File: config.mk
export PLATFORM = sky130hd
export DESIGN_NAME = bin_to_bcd_seq
export DESIGN_NICKNAME = d
export VERILOG_FILES = /design/src/rtl/bcd_pkg.sv /design/src/rtl/bcd_digit_adj.sv /design/src/rtl/bin_to_bcd_seq.sv
export SDC_FILE = /design/constraint.sdc
export NUM_CORES = 1
export LEC_CHECK = 0
export ABC_CLOCK_PERIOD_IN_PS = 1310
export CORE_ASPECT_RATIO = 2
export CORE_MARGIN = 3
export CORE_UTILIZATION = 51
export CTS_BUF_LIST = sky130_fd_sc_hd__clkbuf_8
export DETAILED_ROUTE_END_ITERATION = 6
export PLACE_DENSITY = 0.78
export SYNTH_ARGS = -nofsm -noshare
export SYNTH_HDL_FRONTEND = slang
export SYNTH_SLANG_ARGS = --single-unit
File: constraint.sdc
create_clock -name clk -period 1.31 [get_ports clk]
set_input_delay 0.1965 -clock clk [delete_from_list [all_inputs] [get_ports clk]]
set_output_delay 0.1965 -clock clk [all_outputs]
set_load 0.05 [all_outputs]
File: src/rtl/bcd_pkg.sv
// bcd_pkg
// Shared definitions for the sequential binary-to-BCD converter:
//   state_t  - converter FSM state encoding (IDLE, SHIFT, DONE)
//   DIGIT_W  - width of one BCD digit (4)
//   pow10(n) - constant 10**n, used for the decimal overflow bound
package bcd_pkg;

    localparam int unsigned DIGIT_W = 4;

    typedef enum logic [1:0] {
        IDLE,
        SHIFT,
        DONE
    } state_t;

    // 64-bit result so that 10**10 (DIGITS max) does not wrap.
    function automatic longint unsigned pow10(input int unsigned n);
        longint unsigned r;
        r = 1;
        for (int unsigned i = 0; i < n; i++) begin
            r = r * 10;
        end
        return r;
    endfunction

endpackage

File: src/rtl/bcd_digit_adj.sv
// bcd_digit_adj
// Double-dabble digit correction: adds 3 to a BCD digit that is >= 5, so
// that the following left shift carries correctly into the next digit.
// Inputs 0..9 map to 0..12, so the result always fits in one digit.
// Ports:
//   din  - scratch digit before the shift
//   dout - corrected digit
module bcd_digit_adj
    import bcd_pkg::*;
(
    input  logic [DIGIT_W-1:0] din,
    output logic [DIGIT_W-1:0] dout
);

    always_comb begin
        if (din >= DIGIT_W'(5)) begin
            dout = din + DIGIT_W'(3);
        end else begin
            dout = din;
        end
    end

endmodule

File: src/rtl/bin_to_bcd_seq.sv
// bin_to_bcd_seq
// Sequential shift-and-add-3 (double dabble) binary to BCD converter.
// A start in IDLE captures biner; BIN_W SHIFT cycles follow, then one DONE
// cycle publishes the result, and done pulses in the cycle after that.
// Values that need more than DIGITS digits saturate bcd to all nines and
// raise overflow.
// Ports:
//   clk      - clock, rising edge
//   rst      - synchronous active-high reset
//   start    - conversion request, only honoured in IDLE
//   biner    - unsigned binary input, captured when start is accepted
//   busy     - conversion in progress
//   done     - one-cycle pulse when bcd/overflow carry a new result
//   bcd      - result, digit i at [4i+3:4i], digit 0 = units
//   overflow - last converted value did not fit in DIGITS digits
//   blank    - (only with macro BCD_BLANK_EN) leading-zero blanking mask,
//              bit i set when digit i and all higher digits are zero;
//              bit 0 is never set
module bin_to_bcd_seq
    import bcd_pkg::*;
#(
    parameter int unsigned BIN_W  = 12,
    parameter int unsigned DIGITS = 4
) (
    input  logic                      clk,
    input  logic                      rst,
    input  logic                      start,
    input  logic [BIN_W-1:0]          biner,
    output logic                      busy,
    output logic                      done,
    output logic [DIGIT_W*DIGITS-1:0] bcd,
    output logic                      overflow
`ifdef BCD_BLANK_EN
    ,
    output logic [DIGITS-1:0]         blank
`endif
);

    localparam int unsigned BCD_W = DIGIT_W * DIGITS;
    localparam int unsigned CNT_W = (BIN_W > 1) ? $clog2(BIN_W) : 1;
    localparam longint unsigned LIMIT = pow10(DIGITS);

    state_t             state;
    logic [CNT_W-1:0]   cnt;
    logic [BIN_W-1:0]   bin_sr;
    logic [BCD_W-1:0]   scr;
    logic [BCD_W-1:0]   adj;
    logic [BCD_W-1:0]   result;
    logic               ovf_cap;
    logic [BCD_W+BIN_W-1:0] shifted;

    for (genvar g = 0; g < DIGITS; g++) begin : g_adj
        bcd_digit_adj u_adj (
            .din  (scr[g*DIGIT_W +: DIGIT_W]),
            .dout (adj[g*DIGIT_W +: DIGIT_W])
        );
    end

    // Corrected digits and remaining binary shift together as one vector.
    assign shifted = {adj, bin_sr} << 1;

    always_comb begin
        if (ovf_cap) begin
            result = {DIGITS{4'h9}};
        end else begin
            result = scr;
        end
    end

`ifdef BCD_BLANK_EN
    logic [DIGITS-1:0] blank_nx;
    logic              all_zero;

    always_comb begin
        blank_nx = '0;
        all_zero = 1'b1;
        for (int unsigned i = 0; i < DIGITS; i++) begin
            all_zero = all_zero && (result[(DIGITS-1-i)*DIGIT_W +: DIGIT_W] == '0);
            blank_nx[DIGITS-1-i] = all_zero;
        end
        blank_nx[0] = 1'b0;
    end
`endif

    always_ff @(posedge clk) begin
        if (rst) begin
            state    <= IDLE;
            busy     <= 1'b0;
            done     <= 1'b0;
            overflow <= 1'b0;
            bcd      <= '0;
            cnt      <= '0;
            scr      <= '0;
            bin_sr   <= '0;
            ovf_cap  <= 1'b0;
`ifdef BCD_BLANK_EN
            blank    <= '1;
            blank[0] <= 1'b0;
`endif
        end else begin
            done <= 1'b0;
            case (state)
                IDLE: begin
                    if (start) begin
                        bin_sr  <= biner;
                        scr     <= '0;
                        cnt     <= CNT_W'(BIN_W - 1);
                        ovf_cap <= (64'(biner) >= LIMIT);
                        busy    <= 1'b1;
                        state   <= SHIFT;
                    end
                end
                SHIFT: begin
                    scr    <= shifted[BCD_W+BIN_W-1:BIN_W];
                    bin_sr <= shifted[BIN_W-1:0];
                    if (cnt == '0) begin
                        state <= DONE;
                    end else begin
                        cnt <= cnt - CNT_W'(1);
                    end
                end
                DONE: begin
                    // Outputs are registered from the settled scratch, so the
                    // done pulse lands one cycle after the DONE state.
                    bcd      <= result;
                    overflow <= ovf_cap;
`ifdef BCD_BLANK_EN
                    blank    <= blank_nx;
`endif
                    done     <= 1'b1;
                    busy     <= 1'b0;
                    state    <= IDLE;
                end
                default: begin
                    state <= IDLE;
                end
            endcase
        end
    end

endmodule
== Word level (Yosys, flattened, before mapping) ==
Cells that the tools add are included.

* Flip-flop bits (word level): 52
* Latch bits: 0
* Memory bits (writable): 0
* Memory bits (read-only): 0
* Bits of input ports: 15
* Output and inout port bits: 19
* Logic and storage cells: 46
* Memories: 0

* Add/sub/neg operators: 5
* $mul: 0
* Divide/modulo/power cells: 0
* Order comparisons: 4
* Equal/unequal tests: 5
* Shifts and indexed selects: 0
* Multiplexer cells: 17
* Bitwise gates (word level): 0
* Reductions and logical operators: 8

{| class="wikitable"
|+ Operators with widths
! operator !! count
|-
| 16-bit case mux with 2 select lines || 1
|-
| 12-bit case mux with 2 select lines || 1
|-
| 4-bit 2-to-1 mux || 5
|-
| 4-bit by 3-bit greater-or-equal comparator with 1-bit output, second input constant || 4
|-
| 16-bit 2-to-1 mux || 1
|-
| 4-bit by 2-bit adder with 4-bit output, second input constant || 3
|-
| 12-bit 2-to-1 mux || 1
|-
| 4-bit case mux with 2 select lines || 1
|-
| 2-bit inequality test, second input constant || 3
|-
| 2-bit AND reduction || 3
|-
| 4-bit zero test || 1
|-
| 2-bit 2-to-1 mux || 2
|-
| 2-bit case mux with 2 select lines || 1
|-
| 2-bit nonzero test || 2
|-
| 4-bit by 1-bit subtractor with 4-bit output, second input constant || 1
|-
| 3-bit by 2-bit adder with 3-bit output, second input constant || 1
|-
| 3-bit 2-to-1 mux || 1
|-
| 3-bit AND reduction || 1
|-
| 2-bit by 1-bit == test with 1-bit output, second input constant || 1
|-
| 2-bit == test, second input constant || 1
|-
| 2-bit zero test || 1
|-
| 1-bit 2-to-1 mux || 2
|-
| 1-bit case mux with 2 select lines || 1
|}

== Depth between registers and ports, before layout ==
Gate-level depths: netlist (run 1).

* Depth in word-level cells: 3
* Mapped depth: 6
* Gate-level depth less buffers: 5

== By module ==
A second synthesis (run 1) with hierarchy kept.

* Cells, all modules: 241
* Area total of the unflattened synthesis: 2264.7 um^2

{| class="wikitable"
|+ Modules (own cells, without submodules)
! module !! instances !! cells an instance !! area an instance (um^2) !! sequential area each (um^2)
|-
| bin_to_bcd_seq || 1 || 177 || 1859.3 || 1041.0
|-
| bcd_digit_adj || 4 || 16 || 101.3 || 0.0
|}

== Worst setup path before layout (run 1) ==
No wires, ideal clock.

* Kind: register to register
* From: register cnt[0]
* To: register cnt[3]
* Library setup time: 0.120 ns
* Arrival time: 1.287 ns
* Data required time: 1.190 ns
* Path slack: -0.097 ns
* Stages on the path, launching flop included: 6
* Buffers on the path: 0
* Period minus slack after synthesis: 1.407 ns
* Cells stage by stage: dfxtp_1 > inv_1 > ha_1 > nor4bb_1 > nor4_1 > o31a_1

* Longest elaborated chain between the ends: 3
* Elaborated cells between the ends (all ways): 6
* Classes of those cells: add/sub (1); eq/ne (1); mux (2); reduce/logical (2)

{| class="wikitable"
|+ Ends and longest elaborated chain
! element !! line !! text
|-
| from (decl) || bin_to_bcd_seq.sv:44 || <nowiki>logic [CNT_W-1:0] cnt;</nowiki>
|-
| from (signal assigned) || bin_to_bcd_seq.sv:107 || <nowiki>cnt <= CNT_W'(BIN_W - 1);</nowiki>
|-
| from (signal assigned) || bin_to_bcd_seq.sv:119 || <nowiki>cnt <= cnt - CNT_W'(1);</nowiki>
|-
| 4-bit by 1-bit subtractor with 4-bit output / 4-bit zero test (equally long branches) || bin_to_bcd_seq.sv:119, bin_to_bcd_seq.sv:116 ||
|-
| 4-bit 2-to-1 mux / 2-bit inequality test (equally long branches) || -- ||
|-
| 4-bit case mux with 2 select lines / 3-bit AND reduction (equally long branches) || -- ||
|}

Parallel ways exist; a longest one is shown, timed or not. The select of a mux whose other input is x is not followed.
A chain may end at the register's enable or synchronous reset.

== Worst setup path in the final report (run 1) ==
* From: register cnt[0]
* To: register cnt[2]

Same word-level chain as after synthesis.

==> impl_summary.log, run 1 <==
INFO  metric max_stage_delay = 0.47 ns
INFO  metric drive_gt1_share = 33.7%
INFO  metric critical_path.slowest_cell = sky130_fd_sc_hd__or4_4
INFO  metric synthesis.area = 0.00245 mm²
INFO  metric gate_count_post_synth = 298
INFO  metric drv_cap = 0
INFO  metric ys_ff_latch = 52
INFO  metric r2r_cells = 6
INFO  metric hold_depth = 3
INFO  metric cts.sinks = 52
INFO  metric finalHoldViolCount = 0
INFO  metric synth_nets = 322
INFO  metric number_of_enable_flip_flop_cells_after_synthesis = 0
INFO  metric clk-insertion-delay-late = 0.30 ns
INFO  metric cp_max_fo = 2
INFO  metric cp_cell_sequence = inv_2, ha_4, buf_6, inv_2, or4_4, a211oi_2
INFO  metric criticalPathCategory = flop to flop
INFO  metric cp.arrival = 1.64 ns
INFO  metric run_status = complete, but fails checks
INFO  metric cp_num_buf_inv = 3
INFO  metric critical_path_startpoint_category = flop
INFO  metric cellLeakagePower = 1.31 nW
INFO  metric place.gp.congestion = 0.848
INFO  metric violations = setup timing
INFO  metric wl_per_cell = 16.3 µm
INFO  metric critPathRequiredTime = 1.53 ns
INFO  metric synth.lib_cells_used.distinct = 41
INFO  metric power_density = 949 mW/mm²
INFO  metric floorplan.rows = 35
INFO  metric synth_ff_type = sky130_fd_sc_hd__dfxtp_1
INFO  metric grt_pass1_vias = 2409
INFO  metric placeableCoreArea = 0.00464 mm²
INFO  metric avgViaCountPerCell = 5.88
INFO  metric grt_max_degree = 19
INFO  metric cts-buffers-inserted = 5
INFO  metric finalCritPeriodShare = 108%
INFO  metric crit_cells = 6
INFO  metric critPathMostFrequentCell = sky130_fd_sc_hd__inv_2
INFO  metric clock-skew-final = 0.00712 ns
INFO  metric layout.cell_area.non_filler = 0.00359 mm²
INFO  metric detailroute.via_count = 2450
INFO  metric period_minus_slack = 1.42 ns
INFO  metric drt_first_pass_iters = 4
INFO  metric timing.hold.worst.class = input pin to flop
INFO  metric grt_antenna_before_repair = 0
INFO  metric die_height = 104 µm
INFO  metric area_delta_synth_final = 46.2%
INFO  metric cell_class_contributing_the_biggest_share_of_worst_path_delay = simple AND/OR/NAND/NOR gates
INFO  metric design_power_total = 3.40 mW
INFO  metric max-vdd-ir-drop = 1310 µV
INFO  metric clk_pin_slew_worst_paths = 0.09 ns
INFO  metric hpwl = 4.63 mm
INFO  metric drtAntennaViolNets = 0
INFO  metric grt_setup_unrepaired = true
INFO  metric cts_tree = built
INFO  metric cts_htree_levels = 2
INFO  metric clockBufferDepth = 2
INFO  metric overall_global_routing_usage = 23.6%
INFO  metric drt_iter0_markers = 69
INFO  metric report.final.slew_viol_count = 0
INFO  metric placement.io_buffers = 32
INFO  metric floorplan.initialDensity = 52.9%
INFO  metric yosysWarningCount = 0
INFO  metric crit_path_end_kind = flop
INFO  metric postSynthAreaPerCell = 8.23 µm²
INFO  metric grt_pass1_wl = 10.3 mm
INFO  metric synth.yosys.seq_area_share = 42.4%
INFO  metric place_area = 0.00328 mm²
INFO  metric clk_root_buf = sky130_fd_sc_hd__clkbuf_8
INFO  metric async_reset_ff_share = 0%
INFO  metric die_x = 55.0 µm
INFO  metric final_routed_wirelength = 6.81 mm
INFO  metric setup_viol_count_final = 11
INFO  metric diodes = 0
INFO  metric overflow = 0
INFO  metric achievable-frequency = 0.706 GHz
INFO  metric detail_route.drc_violations = 0
INFO  metric post-route-worst-setup-slack = -0.106 ns
INFO  metric floorplan.die_area = 0.00573 mm²
INFO  metric num_io_pins = 34
INFO  metric num-nets-final = 385
==> final cells by class <==
class	count	area [µm²]
Inverter	22	82.6
Sequential cell	52	1060
Multi-Input combinational cell	203	1400
Timing Repair Buffer	77	887
Tap cell	55	68.8
Clock buffer	6	82.6
Fill cell	319	1050
Clock inverter	2	11.3
==> cells in the final DEF, fill, tap and decap left out, types with 2 or more instances in the layout <==
cell                              instances
sky130_fd_sc_hd__xnor2_1                  3
sky130_fd_sc_hd__nor2b_2                  3
sky130_fd_sc_hd__inv_2                    3
sky130_fd_sc_hd__inv_1                   20
sky130_fd_sc_hd__nand2b_1                 5
sky130_fd_sc_hd__nand2_1                 48
sky130_fd_sc_hd__o221a_2                  3
sky130_fd_sc_hd__ha_1                     2
sky130_fd_sc_hd__a21oi_1                 26
sky130_fd_sc_hd__a311oi_1                 7
sky130_fd_sc_hd__a22oi_1                  2
sky130_fd_sc_hd__o41ai_2                  2
sky130_fd_sc_hd__dfxtp_1                 41
sky130_fd_sc_hd__ha_2                     6
sky130_fd_sc_hd__o2111ai_1                2
sky130_fd_sc_hd__o21ai_0                  7
sky130_fd_sc_hd__clkbuf_8                 6
sky130_fd_sc_hd__o31a_1                   2
sky130_fd_sc_hd__nor2_1                  19
sky130_fd_sc_hd__clkdlybuf4s50_1         14
sky130_fd_sc_hd__buf_12                  20
sky130_fd_sc_hd__dfxtp_2                  9
sky130_fd_sc_hd__nand2_2                  4
sky130_fd_sc_hd__buf_6                    5
sky130_fd_sc_hd__nand2b_4                 2
sky130_fd_sc_hd__o2111ai_2                6
sky130_fd_sc_hd__buf_4                   36
sky130_fd_sc_hd__nand3_1                 15
sky130_fd_sc_hd__nor4b_1                  3
sky130_fd_sc_hd__o21a_1                   4
sky130_fd_sc_hd__nor2b_1                  2
sky130_fd_sc_hd__o211ai_1                 8
sky130_fd_sc_hd__nor2b_4                  2
sky130_fd_sc_hd__dfxtp_4                  2
==> cells by family (layout without fill, tap and decap cells) <==
group	after synthesis	count (layout)	synth area share [%]
other cells	1	1	0.153
xor+xnor	3	3	1.07
simple gates	113	113	22.1
fa+ha+maj	9	9	4.59
flops	52	52	42.4
buf+inv	43	107	7.70
compound gates	77	77	22.0
==> worst paths after layout <==
kind,start,slack (ns),endpoint
setup / recovery,cnt[0],-0.11,cnt[2]
hold / removal,biner[3],0.47,bin_sr[3]
setup reg to reg,cnt[0],-0.11,cnt[2]
hold reg to reg,scr[7],0.48,bcd[7]
==> sequential cells by signal, summed over array words and instances (netlist names) <==
register  cells
done          1
busy          1
cnt           4
bin_sr       12
scr          16
state         2
bcd          16
==> worst min-delay path, cell delays in order <==
cell                              delay [ns]
sky130_fd_sc_hd__clkdlybuf4s50_1        0.40
sky130_fd_sc_hd__nand2_1                0.06
sky130_fd_sc_hd__a311oi_1               0.08
==> synth_stat cells (2+ instances only) <==
master	n	share of area (%)
sky130_fd_sc_hd__a21oi_1	26	5.3
sky130_fd_sc_hd__a22oi_1	2	0.61
sky130_fd_sc_hd__a311oi_1	8	2.9
sky130_fd_sc_hd__buf_1	2	0.31
sky130_fd_sc_hd__buf_2	9	1.8
sky130_fd_sc_hd__buf_4	2	0.61
sky130_fd_sc_hd__clkbuf_1	6	0.92
sky130_fd_sc_hd__dfxtp_1	52	42
sky130_fd_sc_hd__ha_1	9	4.6
sky130_fd_sc_hd__inv_1	22	3.4
sky130_fd_sc_hd__nand2_1	52	8.0
sky130_fd_sc_hd__nand2b_1	6	1.5
sky130_fd_sc_hd__nand3_1	15	3.1
sky130_fd_sc_hd__nor2_1	19	2.9
sky130_fd_sc_hd__nor2b_1	7	1.8
sky130_fd_sc_hd__nor3b_1	2	0.61
sky130_fd_sc_hd__nor4b_1	4	1.4
sky130_fd_sc_hd__o2111ai_1	8	2.9
sky130_fd_sc_hd__o211ai_1	8	2.4
sky130_fd_sc_hd__o21a_1	4	1.2
sky130_fd_sc_hd__o21ai_0	8	1.6
sky130_fd_sc_hd__o221a_2	3	1.4
sky130_fd_sc_hd__o31a_1	2	0.71
sky130_fd_sc_hd__o41ai_1	3	1.1
sky130_fd_sc_hd__xnor2_1	3	1.1
==> routing by layer <==
metal,track usage [%],vias up,share of wire (%)
met5,0,-,0
met4,11.1,0,4.8
met3,3.16,30,3.6
met2,43.2,80,57
met1,23.9,1184,35
li1,-,1156,-
==> per-stage QoR <==
stage	hold slack, ns	utilization [%]	TNS (ns)	cells	setup slack [ns]
6_report	0.473	77.3	-0.375	417	-0.106
5_1_grt	0.492	77.3	-1.32	417	-0.162
4_1_cts	0.468	73.4	-0.241	413	-0.122
3_5_place_dp	0.465	70.6	-5.87	405	-0.270
3_3_place_gp	0.456	70.6	-4.91	405	-0.233
2_1_floorplan	0.345	-	-0.0925	298	-0.0925
==> timing repair <==
item                       CTS  global route
setup buffers                0             2
setup endpoints to repair   31            31
hold buffers                 0             0
cloned                       0             2
pin swaps                    1            22
gates resized for setup      9            46
==> report_power, final <==
part	internal [mW]	switching (mW)	total (mW)
sequential	1.66	0.0654	1.72
combinational	0.369	0.368	0.737
clock	0.423	0.519	0.941
total	2.45	0.952	3.40
Note: power is estimated with default switching activity, not from simulation.
==> run 2: changes to the inputs <==
--- a/config.mk
+++ b/config.mk
@@ -5,13 +5,13 @@
 export SDC_FILE = /design/constraint.sdc
 export NUM_CORES = 1
 export LEC_CHECK = 0
-export ABC_CLOCK_PERIOD_IN_PS = 1310
+export ABC_CLOCK_PERIOD_IN_PS = 1600
 export CORE_ASPECT_RATIO = 2
 export CORE_MARGIN = 3
-export CORE_UTILIZATION = 51
+export CORE_UTILIZATION = 52
 export CTS_BUF_LIST = sky130_fd_sc_hd__clkbuf_8
 export DETAILED_ROUTE_END_ITERATION = 6
-export PLACE_DENSITY = 0.78
+export PLACE_DENSITY = 0.76
 export SYNTH_ARGS = -nofsm -noshare
 export SYNTH_HDL_FRONTEND = slang
 export SYNTH_SLANG_ARGS = --single-unit
==> constraint.sdc (replaced) <==
create_clock -name clk -period 1.6 [get_ports clk]
set_input_delay 0.24 -clock clk [delete_from_list [all_inputs] [get_ports clk]]
set_output_delay 0.24 -clock clk [all_outputs]
set_load 0.005 [all_outputs]
==> impl_summary.log, run 2 (synthesized netlist as in run 1, its figures left out) <==
INFO  metric report.final.slew_viol_count = 0
INFO  metric hold-worst-slack = 0.456 ns
INFO  metric clockBufferDepth = 2
INFO  metric avgViaCountPerCell = 5.58
INFO  metric wl_per_cell = 14.2 µm
INFO  metric cell_class_contributing_the_biggest_share_of_worst_path_delay = simple AND/OR/NAND/NOR gates
INFO  metric num-nets-final = 363
INFO  metric cp_cell_sequence = inv_1, ha_1, nor4bb_4, or4_1, a211oi_2
INFO  metric hpwl = 4.22 mm
INFO  metric max_stage_delay = 0.42 ns
INFO  metric fill_cells = 389
INFO  metric clk_pin_slew_worst_paths = 0.10 ns
INFO  metric drt_iter0_markers = 61
INFO  metric critical_path.slowest_cell = sky130_fd_sc_hd__or4_1
INFO  metric grt_max_degree = 34
INFO  metric timing.hold.worst.class = flop to flop
INFO  metric final_routed_wirelength = 5.60 mm
INFO  metric crit_path_end_kind = flop
INFO  metric period_minus_slack = 1.50 ns
INFO  metric criticalPathCategory = flop to flop
INFO  metric placed_cells_incl_taps = 386
INFO  metric grt_setup_unrepaired = false
INFO  metric finalCritPeriodShare = 93.6%
INFO  metric clock-skew-final = 0.00608 ns
INFO  metric diodes = 0
INFO  metric area_delta_synth_final = 25.3%
INFO  metric place.gp.congestion = 0.794
INFO  metric critical_path_startpoint_category = flop
INFO  metric drt_first_pass_iters = 4
INFO  metric floorplan.die_area = 0.00563 mm²
INFO  metric reg_top3 = bcd x16, scr x16, bin_sr x12
INFO  metric r2r_slack = 0.10 ns
INFO  metric max-vdd-ir-drop = 1090 µV
INFO  metric run_status = finished clean
INFO  metric detailroute.via_count = 2200
INFO  metric setup_viol_count_final = 0
INFO  metric cp.arrival = 1.73 ns
INFO  metric cellLeakagePower = 1.07 nW
INFO  metric cts_tree = built
INFO  metric overflow = 0
INFO  metric floorplan.initialDensity = 54.9%
INFO  metric placement.io_buffers = 32
INFO  metric die_x = 54.6 µm
INFO  metric achievable-frequency = 0.667 GHz
INFO  metric grt_pass1_wl = 9.87 mm
INFO  metric fin_cells = 394
INFO  metric drive_gt1_share = 11.5%
INFO  metric cts_htree_levels = 2
INFO  metric cp_max_fo = 4
INFO  metric finalHoldViolCount = 0
INFO  metric critPathRequiredTime = 1.83 ns
INFO  metric clk_root_buf = sky130_fd_sc_hd__clkbuf_8
INFO  metric overall_global_routing_usage = 23.6%
INFO  metric num_io_pins = 34
INFO  metric cp_num_buf_inv = 1
INFO  metric clk-insertion-delay-late = 0.30 ns
INFO  metric power_density = 922 mW/mm²
INFO  metric mostFrequentLayoutCells = sky130_fd_sc_hd__nand2_1, sky130_fd_sc_hd__dfxtp_1, sky130_fd_sc_hd__clkdlybuf4s50_1
INFO  metric placeableCoreArea = 0.00447 mm²
INFO  metric cts.sinks = 52
INFO  metric design_power_total = 2.83 mW
INFO  metric floorplan.rows = 34
INFO  metric die_height = 103 µm
INFO  metric drv_cap = 0
INFO  metric grt_pass1_vias = 2196
INFO  metric drtAntennaViolNets = 0
INFO  metric grt_antenna_before_repair = 0
INFO  metric cts-buffers-inserted = 5
INFO  metric detail_route.drc_violations = 0
-- run 2: cell count changes in the layout (fill, tap and decap cells not counted), moves of 6 or more --
cell	previous run	this run
sky130_fd_sc_hd__o2111ai_2	6	0
sky130_fd_sc_hd__dfxtp_2	9	0
sky130_fd_sc_hd__ha_2	6	0
sky130_fd_sc_hd__dfxtp_1	41	52
sky130_fd_sc_hd__ha_1	2	9
sky130_fd_sc_hd__clkdlybuf4s50_1	14	32
sky130_fd_sc_hd__buf_4	36	21
sky130_fd_sc_hd__buf_12	20	2
sky130_fd_sc_hd__o2111ai_1	2	8
-- run 2: final cells by class --
class / instances / area, µm² / area share, %
clock buffers: 7 / 96.3 / 3.13
repair buffers: 55 / 518 / 16.8
inverters: 22 / 82.6 / 2.69
flip-flops and latches: 52 / 1040 / 33.9
multi-input cells: 203 / 1240 / 40.3
clock inverters: 1 / 30.0 / 0.977
well taps: 54 / 67.6 / 2.20
-- run 2: routing by layer --
layer | vias up | GRT usage, % | routed length [µm]
met4 | 0 | 10.9 | 168
met2 | 36 | 42.0 | 3200
met1 | 1037 | 26.3 | 2120
li1 | 1113 | - | -
met3 | 14 | 3.47 | 116
met5 | - | 0 | 0
-- run 2: worst paths after layout --
check,startpoint,to,cells past startpoint
worst max-delay path,cnt[0],cnt[2],5
worst min-delay path,bcd[3],bcd[3],2
worst max register to register,cnt[0],cnt[2],5
worst min register to register,bcd[3],bcd[3],2
-- run 2: through the flow --
stage / setup WS [ns] / util (%) / cell area (µm²) / setup TNS [ns]
floorplan: 0.193 / - / 2450 / 0
global placement: -0.0718 / 65.7 / 2930 / -0.193
detailed placement: -0.103 / 65.7 / 2930 / -0.387
CTS: 0.0536 / 68.6 / 3070 / 0
global route: 0.0486 / 68.8 / 3070 / 0
finish: 0.102 / 68.8 / 3070 / 0
-- run 2: power by group --
group | switching (mW) | internal [mW] | leakage [nW]
logic | 0.237 | 0.214 | 0.586
registers | 0.0448 | 1.36 | 0.423
clock network | 0.429 | 0.552 | 0.0645
total | 0.711 | 2.12 | 1.07
-- run 2: worst min-delay path: stages, from the launching register on --
cell and delay (ns):
sky130_fd_sc_hd__dfxtp_1 0.32, sky130_fd_sc_hd__nand2_1 0.05, sky130_fd_sc_hd__a21oi_1 0.05
-- run 2: repair_timing --
| item | CTS | global route |
|---|---|---|
| buffers inserted | 0 | 0 |
| hold buffers | 0 | 0 |
| endpoints found under the setup margin | 4 | 4 |
| pin swaps | 0 | 1 |
| gates resized for setup | 1 | 1 |
==> run 3: changes to the inputs <==
--- a/config.mk
+++ b/config.mk
@@ -10,6 +10,7 @@
 export CORE_MARGIN = 3
 export CORE_UTILIZATION = 52
 export CTS_BUF_LIST = sky130_fd_sc_hd__clkbuf_8
+export CTS_CLUSTER_DIAMETER = 150
 export DETAILED_ROUTE_END_ITERATION = 6
 export PLACE_DENSITY = 0.76
 export SYNTH_ARGS = -nofsm -noshare
==> results of run 3 <==
Final layout, timing and power as in run 2 (identical DEF).
